`src/rtl/hazard_ctrl_pkg.sv`:
```
// rtl/hazard_ctrl_pkg.sv - shared types and encodings for the pipeline hazard controller
package hazard_ctrl_pkg;

    typedef enum logic [0:0] {
        RUN      = 1'b0,
        MEM_WAIT = 1'b1
    } state_t;

    localparam logic [1:0] FWD_RF      = 2'b00;
    localparam logic [1:0] FWD_W       = 2'b01;
    localparam logic [1:0] FWD_M       = 2'b10;
    localparam logic [1:0] RESULT_LOAD = 2'b01;

endpackage

```
`src/rtl/hazard_ctrl_if.sv`:
```
// rtl/hazard_ctrl_if.sv - pipeline-side signal bundle between the core stages and the hazard controller
interface hazard_ctrl_if #(
    parameter int REG_W = 5,
    parameter int CNT_W = 32
);
    logic [REG_W-1:0] Rs1D;
    logic [REG_W-1:0] Rs2D;
    logic [REG_W-1:0] Rs1E;
    logic [REG_W-1:0] Rs2E;
    logic [REG_W-1:0] RdE;
    logic [REG_W-1:0] RdM;
    logic [REG_W-1:0] RdW;
    logic             RegWriteM;
    logic             RegWriteW;
    logic [1:0]       ResultSrcE;
    logic             PCSrcE;
    logic             MemReqM;
    logic             MemReadyM;

    logic             StallF;
    logic             StallD;
    logic             StallE;
    logic             StallM;
    logic             FlushD;
    logic             FlushE;
    logic             FlushW;
    logic [1:0]       ForwardAE;
    logic [1:0]       ForwardBE;
    logic             MemErr;
    logic [CNT_W-1:0] StallCycles;

    modport master (
        output Rs1D, Rs2D, Rs1E, Rs2E, RdE, RdM, RdW,
        output RegWriteM, RegWriteW, ResultSrcE, PCSrcE, MemReqM, MemReadyM,
        input  StallF, StallD, StallE, StallM, FlushD, FlushE, FlushW,
        input  ForwardAE, ForwardBE, MemErr, StallCycles
    );

    modport slave (
        input  Rs1D, Rs2D, Rs1E, Rs2E, RdE, RdM, RdW,
        input  RegWriteM, RegWriteW, ResultSrcE, PCSrcE, MemReqM, MemReadyM,
        output StallF, StallD, StallE, StallM, FlushD, FlushE, FlushW,
        output ForwardAE, ForwardBE, MemErr, StallCycles
    );

endinterface

```
`src/rtl/hazard_ctrl_fwd_sel.sv`:
```
// rtl/hazard_ctrl_fwd_sel.sv - execute-stage operand forward select for one source register
module fwd_sel
    import hazard_ctrl_pkg::*;
#(
    parameter int REG_W = 5
) (
    input  logic [REG_W-1:0] i_rs,
    input  logic [REG_W-1:0] i_rd_m,
    input  logic [REG_W-1:0] i_rd_w,
    input  logic             i_reg_write_m,
    input  logic             i_reg_write_w,
    output logic [1:0]       o_fwd
);

    // M is the younger producer, so it wins over W; x0 never forwards.
    always_comb begin
        o_fwd = FWD_RF;
        if (i_reg_write_m && (i_rd_m != '0) && (i_rd_m == i_rs)) begin
            o_fwd = FWD_M;
        end else if (i_reg_write_w && (i_rd_w != '0) && (i_rd_w == i_rs)) begin
            o_fwd = FWD_W;
        end
    end

endmodule

```
`src/rtl/hazard_ctrl.sv`:
```
// rtl/hazard_ctrl.sv - stall/flush sequencing, forwarding and data-memory wait FSM for the 5-stage core
module hazard_ctrl
    import hazard_ctrl_pkg::*;
#(
    parameter int REG_W       = 5,
    parameter int MEM_TIMEOUT = 255,
    parameter int CNT_W       = 32
) (
    input  logic         clk,
    input  logic         rst,
    hazard_ctrl_if.slave hz
);

    localparam int WAIT_W = $clog2(MEM_TIMEOUT + 1);
    localparam logic [WAIT_W-1:0] WAIT_LIMIT = WAIT_W'(MEM_TIMEOUT);

    state_t            r_state;
    state_t            w_next_state;
    logic [WAIT_W-1:0] r_wait_cnt;
    logic              r_mem_err;
    logic [CNT_W-1:0]  r_stall_cycles;

    logic              w_mem_stall;
    logic              w_lw_stall;
    logic              w_any_stall;
    logic [1:0]        w_fwd_a;
    logic [1:0]        w_fwd_b;

    fwd_sel #(.REG_W(REG_W)) u_fwd_a (
        .i_rs          (hz.Rs1E),
        .i_rd_m        (hz.RdM),
        .i_rd_w        (hz.RdW),
        .i_reg_write_m (hz.RegWriteM),
        .i_reg_write_w (hz.RegWriteW),
        .o_fwd         (w_fwd_a)
    );

    fwd_sel #(.REG_W(REG_W)) u_fwd_b (
        .i_rs          (hz.Rs2E),
        .i_rd_m        (hz.RdM),
        .i_rd_w        (hz.RdW),
        .i_reg_write_m (hz.RegWriteM),
        .i_reg_write_w (hz.RegWriteW),
        .o_fwd         (w_fwd_b)
    );

    // The stall is combinational so a ready seen this cycle releases the pipeline immediately.
    always_comb begin
        w_next_state = r_state;
        w_mem_stall  = 1'b0;
        case (r_state)
            RUN: begin
                if (hz.MemReqM && !hz.MemReadyM) begin
                    w_next_state = MEM_WAIT;
                    w_mem_stall  = 1'b1;
                end
            end
            MEM_WAIT: begin
                if (hz.MemReadyM) begin
                    w_next_state = RUN;
                end else begin
                    w_mem_stall = 1'b1;
                end
            end
            default: w_next_state = RUN;
        endcase
    end

    assign w_lw_stall = (hz.ResultSrcE == RESULT_LOAD) && (hz.RdE != '0) &&
                        ((hz.RdE == hz.Rs1D) || (hz.RdE == hz.Rs2D));

    always_comb begin
        hz.StallF    = 1'b0;
        hz.StallD    = 1'b0;
        hz.StallE    = 1'b0;
        hz.StallM    = 1'b0;
        hz.FlushD    = 1'b0;
        hz.FlushE    = 1'b0;
        hz.FlushW    = 1'b0;
        hz.ForwardAE = FWD_RF;
        hz.ForwardBE = FWD_RF;
        if (rst) begin
            hz.FlushD = 1'b1;
            hz.FlushE = 1'b1;
            hz.FlushW = 1'b1;
        end else if (w_mem_stall) begin
            hz.StallF    = 1'b1;
            hz.StallD    = 1'b1;
            hz.StallE    = 1'b1;
            hz.StallM    = 1'b1;
            hz.FlushW    = 1'b1;
            hz.ForwardAE = w_fwd_a;
            hz.ForwardBE = w_fwd_b;
        end else begin
            // A taken branch discards decode, so it cancels the load-use hold of F/D.
            hz.StallF    = w_lw_stall && !hz.PCSrcE;
            hz.StallD    = w_lw_stall && !hz.PCSrcE;
            hz.FlushD    = hz.PCSrcE;
            hz.FlushE    = hz.PCSrcE || w_lw_stall;
            hz.ForwardAE = w_fwd_a;
            hz.ForwardBE = w_fwd_b;
        end
    end

    assign w_any_stall    = hz.StallF || hz.StallD || hz.StallE || hz.StallM;
    assign hz.MemErr      = r_mem_err;
    assign hz.StallCycles = r_stall_cycles;

    always_ff @(posedge clk) begin
        if (rst) begin
            r_state        <= RUN;
            r_wait_cnt     <= '0;
            r_mem_err      <= 1'b0;
            r_stall_cycles <= '0;
        end else begin
            r_state <= w_next_state;
            if (r_state == MEM_WAIT && w_next_state == MEM_WAIT) begin
                if (r_wait_cnt == WAIT_LIMIT) begin
                    r_mem_err <= 1'b1;
                end else begin
                    r_wait_cnt <= r_wait_cnt + 1'b1;
                end
            end else begin
                r_wait_cnt <= '0;
            end
            if (w_any_stall && (r_stall_cycles != '1)) begin
                r_stall_cycles <= r_stall_cycles + 1'b1;
            end
        end
    end

endmodule

```
`src/flat_wrapper.sv`:
```
// flat-port wrapper written by rule: the top's interface ports become plain ports
module hazard_ctrl_flat import hazard_ctrl_pkg::*;
#(
    parameter int REG_W       = 5,
    parameter int MEM_TIMEOUT = 255,
    parameter int CNT_W       = 32
)
  (clk, rst, hz_Rs1D, hz_Rs2D, hz_Rs1E, hz_Rs2E, hz_RdE, hz_RdM, hz_RdW, hz_RegWriteM, hz_RegWriteW, hz_ResultSrcE, hz_PCSrcE, hz_MemReqM, hz_MemReadyM, hz_StallF, hz_StallD, hz_StallE, hz_StallM, hz_FlushD, hz_FlushE, hz_FlushW, hz_ForwardAE, hz_ForwardBE, hz_MemErr, hz_StallCycles);
  hazard_ctrl_if #(.REG_W(REG_W), .CNT_W(CNT_W)) hz_i ();
  input  logic clk;
  input  logic rst;
  input wire logic [$bits(hz_i.Rs1D)-1:0] hz_Rs1D;
  input wire logic [$bits(hz_i.Rs2D)-1:0] hz_Rs2D;
  input wire logic [$bits(hz_i.Rs1E)-1:0] hz_Rs1E;
  input wire logic [$bits(hz_i.Rs2E)-1:0] hz_Rs2E;
  input wire logic [$bits(hz_i.RdE)-1:0] hz_RdE;
  input wire logic [$bits(hz_i.RdM)-1:0] hz_RdM;
  input wire logic [$bits(hz_i.RdW)-1:0] hz_RdW;
  input wire logic [$bits(hz_i.RegWriteM)-1:0] hz_RegWriteM;
  input wire logic [$bits(hz_i.RegWriteW)-1:0] hz_RegWriteW;
  input wire logic [$bits(hz_i.ResultSrcE)-1:0] hz_ResultSrcE;
  input wire logic [$bits(hz_i.PCSrcE)-1:0] hz_PCSrcE;
  input wire logic [$bits(hz_i.MemReqM)-1:0] hz_MemReqM;
  input wire logic [$bits(hz_i.MemReadyM)-1:0] hz_MemReadyM;
  output wire logic [$bits(hz_i.StallF)-1:0] hz_StallF;
  output wire logic [$bits(hz_i.StallD)-1:0] hz_StallD;
  output wire logic [$bits(hz_i.StallE)-1:0] hz_StallE;
  output wire logic [$bits(hz_i.StallM)-1:0] hz_StallM;
  output wire logic [$bits(hz_i.FlushD)-1:0] hz_FlushD;
  output wire logic [$bits(hz_i.FlushE)-1:0] hz_FlushE;
  output wire logic [$bits(hz_i.FlushW)-1:0] hz_FlushW;
  output wire logic [$bits(hz_i.ForwardAE)-1:0] hz_ForwardAE;
  output wire logic [$bits(hz_i.ForwardBE)-1:0] hz_ForwardBE;
  output wire logic [$bits(hz_i.MemErr)-1:0] hz_MemErr;
  output wire logic [$bits(hz_i.StallCycles)-1:0] hz_StallCycles;
  assign hz_i.Rs1D = hz_Rs1D;
  assign hz_i.Rs2D = hz_Rs2D;
  assign hz_i.Rs1E = hz_Rs1E;
  assign hz_i.Rs2E = hz_Rs2E;
  assign hz_i.RdE = hz_RdE;
  assign hz_i.RdM = hz_RdM;
  assign hz_i.RdW = hz_RdW;
  assign hz_i.RegWriteM = hz_RegWriteM;
  assign hz_i.RegWriteW = hz_RegWriteW;
  assign hz_i.ResultSrcE = hz_ResultSrcE;
  assign hz_i.PCSrcE = hz_PCSrcE;
  assign hz_i.MemReqM = hz_MemReqM;
  assign hz_i.MemReadyM = hz_MemReadyM;
  assign hz_StallF = hz_i.StallF;
  assign hz_StallD = hz_i.StallD;
  assign hz_StallE = hz_i.StallE;
  assign hz_StallM = hz_i.StallM;
  assign hz_FlushD = hz_i.FlushD;
  assign hz_FlushE = hz_i.FlushE;
  assign hz_FlushW = hz_i.FlushW;
  assign hz_ForwardAE = hz_i.ForwardAE;
  assign hz_ForwardBE = hz_i.ForwardBE;
  assign hz_MemErr = hz_i.MemErr;
  assign hz_StallCycles = hz_i.StallCycles;
  hazard_ctrl #(.REG_W(REG_W), .MEM_TIMEOUT(MEM_TIMEOUT), .CNT_W(CNT_W)) u_core (.clk(clk), .rst(rst), .hz(hz_i));
endmodule
```
`config.mk`:
```
export PLATFORM = sky130hd
export DESIGN_NAME = hazard_ctrl_flat
export DESIGN_NICKNAME = d
export VERILOG_FILES = /design/src/rtl/hazard_ctrl_pkg.sv /design/src/rtl/hazard_ctrl_if.sv /design/src/rtl/hazard_ctrl_fwd_sel.sv /design/src/rtl/hazard_ctrl.sv /design/src/flat_wrapper.sv
export SDC_FILE = /design/constraint.sdc
export NUM_CORES = 1
export LEC_CHECK = 0
export CORE_MARGIN = 3
export CORE_UTILIZATION = 50
export DETAILED_ROUTE_END_ITERATION = 10
export GPL_TIMING_DRIVEN = 0
export HOLD_SLACK_MARGIN = 0.06
export PLACE_DENSITY = 0.93
export SETUP_SLACK_MARGIN = 0.5
export SLEW_MARGIN = 40
export SYNTH_ARGS = -nofsm -noshare
export SYNTH_HDL_FRONTEND = slang
export SYNTH_SLANG_ARGS = --single-unit
```
`constraint.sdc`:
```
create_clock -name clk -period 6.1 [get_ports clk]
set_input_delay 1.83 -clock clk [delete_from_list [all_inputs] [get_ports clk]]
set_output_delay 1.83 -clock clk [all_outputs]
set_load 0.02 [all_outputs]
```
==> flow_summary.json, run 1 <==
{
  "syn_avg_cell_area_um2": 8.665,
  "antenna_found_initial": 0,
  "maxCapViolations": 0,
  "max_freq_ghz": 0.1810,
  "n_fill_cell": 396,
  "grt_pass1_vias": 2853,
  "cts.clk_slew.worst_paths_ps": 80,
  "drt_wl_total_um": 7578,
  "row_count": 26,
  "syn-num-nets": 355,
  "core_area_um2": 5140,
  "syn_to_final_growth_pct": 41.17,
  "clkLatencyLatePin_ps": 310,
  "worstPathArrival_ps": 3690,
  "cts_max_level": 2,
  "status": "completed",
  "grt_usage": 0.2550,
  "slew_headroom": 0.6547,
  "die_area_um2": 6269,
  "routed_via_density": 6.027,
  "initial_core_util": 0.5209,
  "grt-ovfl-total": 0,
  "port_buffers": 87,
  "detail-route-antenna-nets": 0,
  "path_max_fanout": 4,
  "num_antenna_cells": 0,
  "fin_crit_sh": 0.9055,
  "die_w_um": 79.18,
  "first_pass_iters": 5,
  "yosysSeqAreaShare": 0.3140,
  "wl_per_cell_um": 15.95,
  "hold_depth": 2,
  "grt_pass1_wl_um": 12940,
  "syn_inst": 309,
  "drc_errors": 0,
  "finClkSkew_ps": 6.949,
  "fin_crit_ps": 5524,
  "hp-class": "reg2reg",
  "path_class": "in2out",
  "yosys_register_bits": 42,
  "place_hpwl_um": 5677,
  "hold_violations": 0,
  "layout_common_cells": "clkdlybuf4s50_1 (80), dfxtp_1 (42), a21oi_1 (25)",
  "worstPathRequired_ps": 4270,
  "fin_nets": 450,
  "clockBufferDepth": 2,
  "tightest_slew_ps": 518.0,
  "drv_slew": 0,
  "cp-start-kind": "input pin",
  "layout_commonest_cell": "clkdlybuf4s50_1",
  "rsz0062_at_grt": "true",
  "gp_congestion": 0.8745,
  "cts.root.buffer_cell": "clkbuf_8",
  "clock_sinks": 42,
  "multi_input_area_um2": 1700,
  "setup_viol": 0,
  "regArea_um2": 840.8,
  "die_y_um": 79.18,
  "pin_count": 88,
  "cts_tree": "yes",
  "tns_ps": 0,
  "layout-drive-gt1-share": 0.1284,
  "cts_made_buffers": 5,
  "p_leak_nw": 1.277,
  "ys_warn_count": 0,
  "ir_drop_v": 0.00009676,
  "hold_ws_ps": 498.5,
  "endpoint_kind": "output pin",
  "rr_worst_depth": 8,
  "syn_area_um2": 2678,
  "power_density_nw_per_um2": 155.5,
  "vias": 2863,
  "hold_buffers": 0,
  "ys_types": 47,
  "drtIter0Drc": 220,
  "grt_max_degree": 13
}
==> cell families after synthesis <==
logic type      share of synthesized area
simple gates                       0.3117
compound gates                     0.1696
flops                              0.3140
xor+xnor                           0.1079
buf+inv                           0.05934
mux                               0.02804
fa+ha+maj                        0.009344
==> state kept, by name (all words and copies together) (netlist names) <==
name,count
u_core.hz.MemErr,1
u_core.hz.StallCycles,32
u_core.r_state,1
u_core.r_wait_cnt,8
==> where the power goes <==
part	internal, mW	switching [mW]
combinational	0.0520	0.0451
sequential	0.275	0.00130
clock	0.114	0.100
==> cell usage after synthesis (all sizes together) <==
cell	n	area share
a21oi	26	0.050
o22ai	1	0.0047
a41oi	1	0.0033
nor4b	2	0.011
nand2	21	0.029
clkbuf	4	0.0056
nor3b	1	0.0047
inv	8	0.011
o21ai	7	0.013
xnor2	23	0.075
and3	6	0.014
dfxtp	42	0.31
nor4	7	0.027
a211oi	1	0.0028
a31oi	3	0.013
mux2	5	0.028
nand4	9	0.023
nor3	8	0.019
ha	2	0.0093
nor2	23	0.035
or3	3	0.0070
or4	24	0.067
o311ai	6	0.020
and4	3	0.0098
nand3b	1	0.0028
o211ai	1	0.0028
nand3	23	0.050
buf	12	0.043
o31ai	17	0.048
nand2b	1	0.0023
xor2	10	0.033
o41ai	4	0.013
nor2b	4	0.0093
==> what timing repair did <==
item                                    4_1_cts  5_1_grt
endpoints found under the setup margin        6        7
setup buffers                                 1        0
pin swaps                                     1        1
gates resized for setup                      16       15
==> worst paths after layout <==
kind | start | to | slack (ps)
hold reg to reg | u_core.hz.StallCycles[13] | u_core.hz.StallCycles[13] | 500
setup / recovery | hz_RdM[0] | hz_ForwardBE[0] | 580
hold / removal | u_core.hz.StallCycles[13] | u_core.hz.StallCycles[13] | 500
setup reg to reg | u_core.hz.StallCycles[14] | u_core.hz.StallCycles[1] | 3910
==> worst max-delay path: stages <==
cell and delay, ps:
clkdlybuf4s50_1 490, or4_1 560, o21ai_2 190, nor3_1 100, nor4_2 300, clkbuf_2 210
==> area by class of cell <==
class / instances / share of cell area
buffer: 16 / 0.03542
clock buffer: 8 / 0.02913
inverter: 8 / 0.009268
multi-input combinational: 243 / 0.4499
sequential: 42 / 0.2224
tap: 70 / 0.02317
timing repair buffer: 88 / 0.2307
==> metal layers <==
metal | wire (µm) | global-route usage | part of all wire | up-vias
met5 | 0 | 0 | 0 | -
met4 | 174 | 0.1203 | 0.023 | 0
met3 | 637 | 0.06349 | 0.084 | 16
met2 | 3725 | 0.4377 | 0.49 | 151
met1 | 3040 | 0.2958 | 0.40 | 1332
li1 | - | - | - | 1364
==> stage by stage <==
stage	util	instances	setup slack [ps]	area [µm²]	power (mW)
6_report	0.7354	475	576.3	3780	0.5879
5_1_grt	0.7354	475	454.7	3780	0.6076
4_1_cts	0.7310	475	387.6	3757	0.5868
3_5_place_dp	0.7074	466	-130.9	3636	0.3775
3_3_place_gp	0.7074	466	-104.3	3636	0.3748
2_1_floorplan	-	309	801.8	2678	0.3267
Note: power is estimated with default switching activity, not from simulation.
==> run 2: changes to the inputs <==
--- a/config.mk
+++ b/config.mk
@@ -5,12 +5,14 @@
 export SDC_FILE = /design/constraint.sdc
 export NUM_CORES = 1
 export LEC_CHECK = 0
+export CELL_PAD_IN_SITES_DETAIL_PLACEMENT = 0
+export CELL_PAD_IN_SITES_GLOBAL_PLACEMENT = 1
 export CORE_MARGIN = 3
-export CORE_UTILIZATION = 50
+export CORE_UTILIZATION = 36
 export DETAILED_ROUTE_END_ITERATION = 10
 export GPL_TIMING_DRIVEN = 0
-export HOLD_SLACK_MARGIN = 0.06
-export PLACE_DENSITY = 0.93
+export HOLD_SLACK_MARGIN = 0.1
+export PLACE_DENSITY = 0.92
 export SETUP_SLACK_MARGIN = 0.5
 export SLEW_MARGIN = 40
 export SYNTH_ARGS = -nofsm -noshare
==> run 2 against run 1 <==
Effect of this change: fmax increased by 0.44%; combinational power shrank 2%; hold slack got worse by 14 ps; critical path depth stayed put; clock-buffer cell count decreased by 3; power is 7.0% lower; register-to-register slack got worse by 30 ps; routed wire length fell by 0.38%; sequential share of layout area hardly changed; global-route usage fell by 7.4 points; die area is 36% higher; critical path type unchanged; largest cell class unchanged; largest power group unchanged.
==> flow_summary.json, run 2 (synthesized netlist as in run 1, its figures left out) <==
{
  "status": "completed",
  "holdPathEnd": "u_core.hz.MemErr",
  "min_from": "u_core.hz.MemErr",
  "layout-drive-gt1-share": 0.1235,
  "tightest_slew_ps": 581.2,
  "routed_via_density": 5.461,
  "grt_pass1_vias": 2675,
  "max_stage_delay_ps": 560,
  "rr_worst_depth": 8,
  "critPathBufInv": 2,
  "core_area_um2": 7019,
  "first_pass_iters": 4,
  "ff2ff_setup_slack_ps": 3880,
  "vias": 2736,
  "dp.cells": 492,
  "cts.clk_slew.worst_paths_ps": 80,
  "hold_depth": 2,
  "layout_setup_ws_ps": 600.7,
  "maxCapViolations": 0,
  "layout_common_cells": "clkdlybuf4s50_1 (78), dfxtp_1 (42), a21oi_1 (25)",
  "fin_cells": 501,
  "wl_per_cell_um": 15.07,
  "fin_crit_sh": 0.9015,
  "cts_tree": "yes",
  "grt-ovfl-total": 0,
  "largest_reg_flops": 32,
  "pin_count": 88,
  "row_count": 30,
  "clockBufferDepth": 2,
  "worstPathRequired_ps": 4270,
  "ir_drop_v": 0.00007610,
  "path_max_fanout": 4,
  "detail-route-antenna-nets": 0,
  "setup_viol": 0,
  "grt_max_degree": 13,
  "worstPathArrival_ps": 3670,
  "initial_core_util": 0.3815,
  "antenna_found_initial": 0,
  "path_class": "in2out",
  "r2r_start": "u_core.hz.StallCycles[14]",
  "hp-class": "reg2reg",
  "fin_util": 0.5376,
  "clock_sinks": 42,
  "fin_nets": 451,
  "reg2reg_to": "u_core.hz.StallCycles[1]",
  "rsz0062_at_grt": "true",
  "hold_buffers": 0,
  "clkLatencyLatePin_ps": 300,
  "cp-start-kind": "input pin",
  "final_cell_area_um2": 3774,
  "layout_commonest_cell": "clkdlybuf4s50_1",
  "place_hpwl_um": 5771,
  "cpMaxStageDelayCell": "or4_1",
  "drtIter0Drc": 123,
  "finClkSkew_ps": 8.008,
  "critPathTopFamily": "simple AND/OR/NAND/NOR gates",
  "hold_ws_ps": 485.0,
  "tns_ps": 0,
  "place_ws_ps": -190.8,
  "max_freq_ghz": 0.1818,
  "fin_crit_ps": 5499,
  "gp_congestion": 0.8070,
  "slew_headroom": 0.6125,
  "path_cells": "clkdlybuf4s50_1 -> or4_1 -> o21ai_2 -> nor3_1 -> nor4_1 -> clkbuf_2",
  "drc_errors": 0,
  "port_buffers": 87,
  "num_antenna_cells": 0,
  "post_dp_cell_area_um2": 3669,
  "endpoint_kind": "output pin",
  "cts_made_buffers": 5,
  "die_w_um": 92.24,
  "grt_pass1_wl_um": 12610,
  "grt_usage": 0.1813,
  "hold_violations": 0,
  "cts.root.buffer_cell": "clkbuf_8",
  "power_density_nw_per_um2": 144.9,
  "drt_wl_total_um": 7549,
  "die_y_um": 92.24,
  "syn_to_final_growth_pct": 40.93,
  "p_leak_nw": 1.271,
  "die_area_um2": 8508,
  "drv_slew": 0,
  "power_uw": 546.9,
  "cts_max_level": 2
}
==> run 2: cell count changes in the layout (fill, tap and decap cells not counted), moves of 2 or more <==
cell and change:
nor4_2 -2, clkdlybuf4s50_1 -2, clkbuf_8 -3, nor4_1 +2
clkinv_2 +2
==> run 2: worst max path at each step <==
stage / from / endpoint / slack (ps) / cells past startpoint
4_1_cts: rst / hz_ForwardAE[0] / 420 / 7
2_1_floorplan: hz_RdM[0] / hz_ForwardAE[0] / 800 / 4
6_report: hz_RdM[0] / hz_ForwardAE[0] / 600 / 6
5_1_grt: hz_RdM[0] / hz_ForwardAE[0] / 450 / 6
3_3_place_gp: rst / hz_ForwardBE[0] / -110 / 7
3_5_place_dp: rst / hz_ForwardAE[0] / -190 / 7
==> run 2: worst min-delay path, delay by kind of cell, from the launching register on <==
kind	cells	cell delay, ps
AND/OR/NAND/NOR	1	80
AO/OA/AOI/OAI	1	40
flip-flops	1	330
==> run 2: report_power, final <==
| group | internal, mW | switching [mW] |
|---|---|---|
| clock | 0.0770 | 0.0982 |
| combinational | 0.0519 | 0.0437 |
| sequential | 0.275 | 0.00132 |
| total | 0.404 | 0.143 |
==> run 2: layout make-up <==
| class | count | area, µm² |
|---|---|---|
| plain buffers | 16 | 131.4 |
| repair buffers | 89 | 884.6 |
| multi-input cells | 243 | 1688 |
| clock inverters | 2 | 10.01 |
| fillers | 668 | 3246 |
| flip-flops and latches | 42 | 840.8 |
| inverters | 8 | 30.03 |
| well taps | 96 | 120.1 |
| clock buffers | 5 | 68.82 |
==> run 2: layer usage <==
layer / vias to the layer above / share of wire / global-route usage
met3: 6 / 0.083 / 0.04922
met2: 104 / 0.47 / 0.3084
met5: - / 0 / 0
met1: 1263 / 0.43 / 0.2262
li1: 1363 / - / -
met4: 0 / 0.0087 / 0.04579
==> run 2: timing repair <==
action                                 CTS  global route
setup endpoints to repair                6             7
pin swaps                                2             0
buffers inserted                         2             0
endpoints found under the hold margin    0             0
resized for setup                       14            12
gates cloned                             0             0
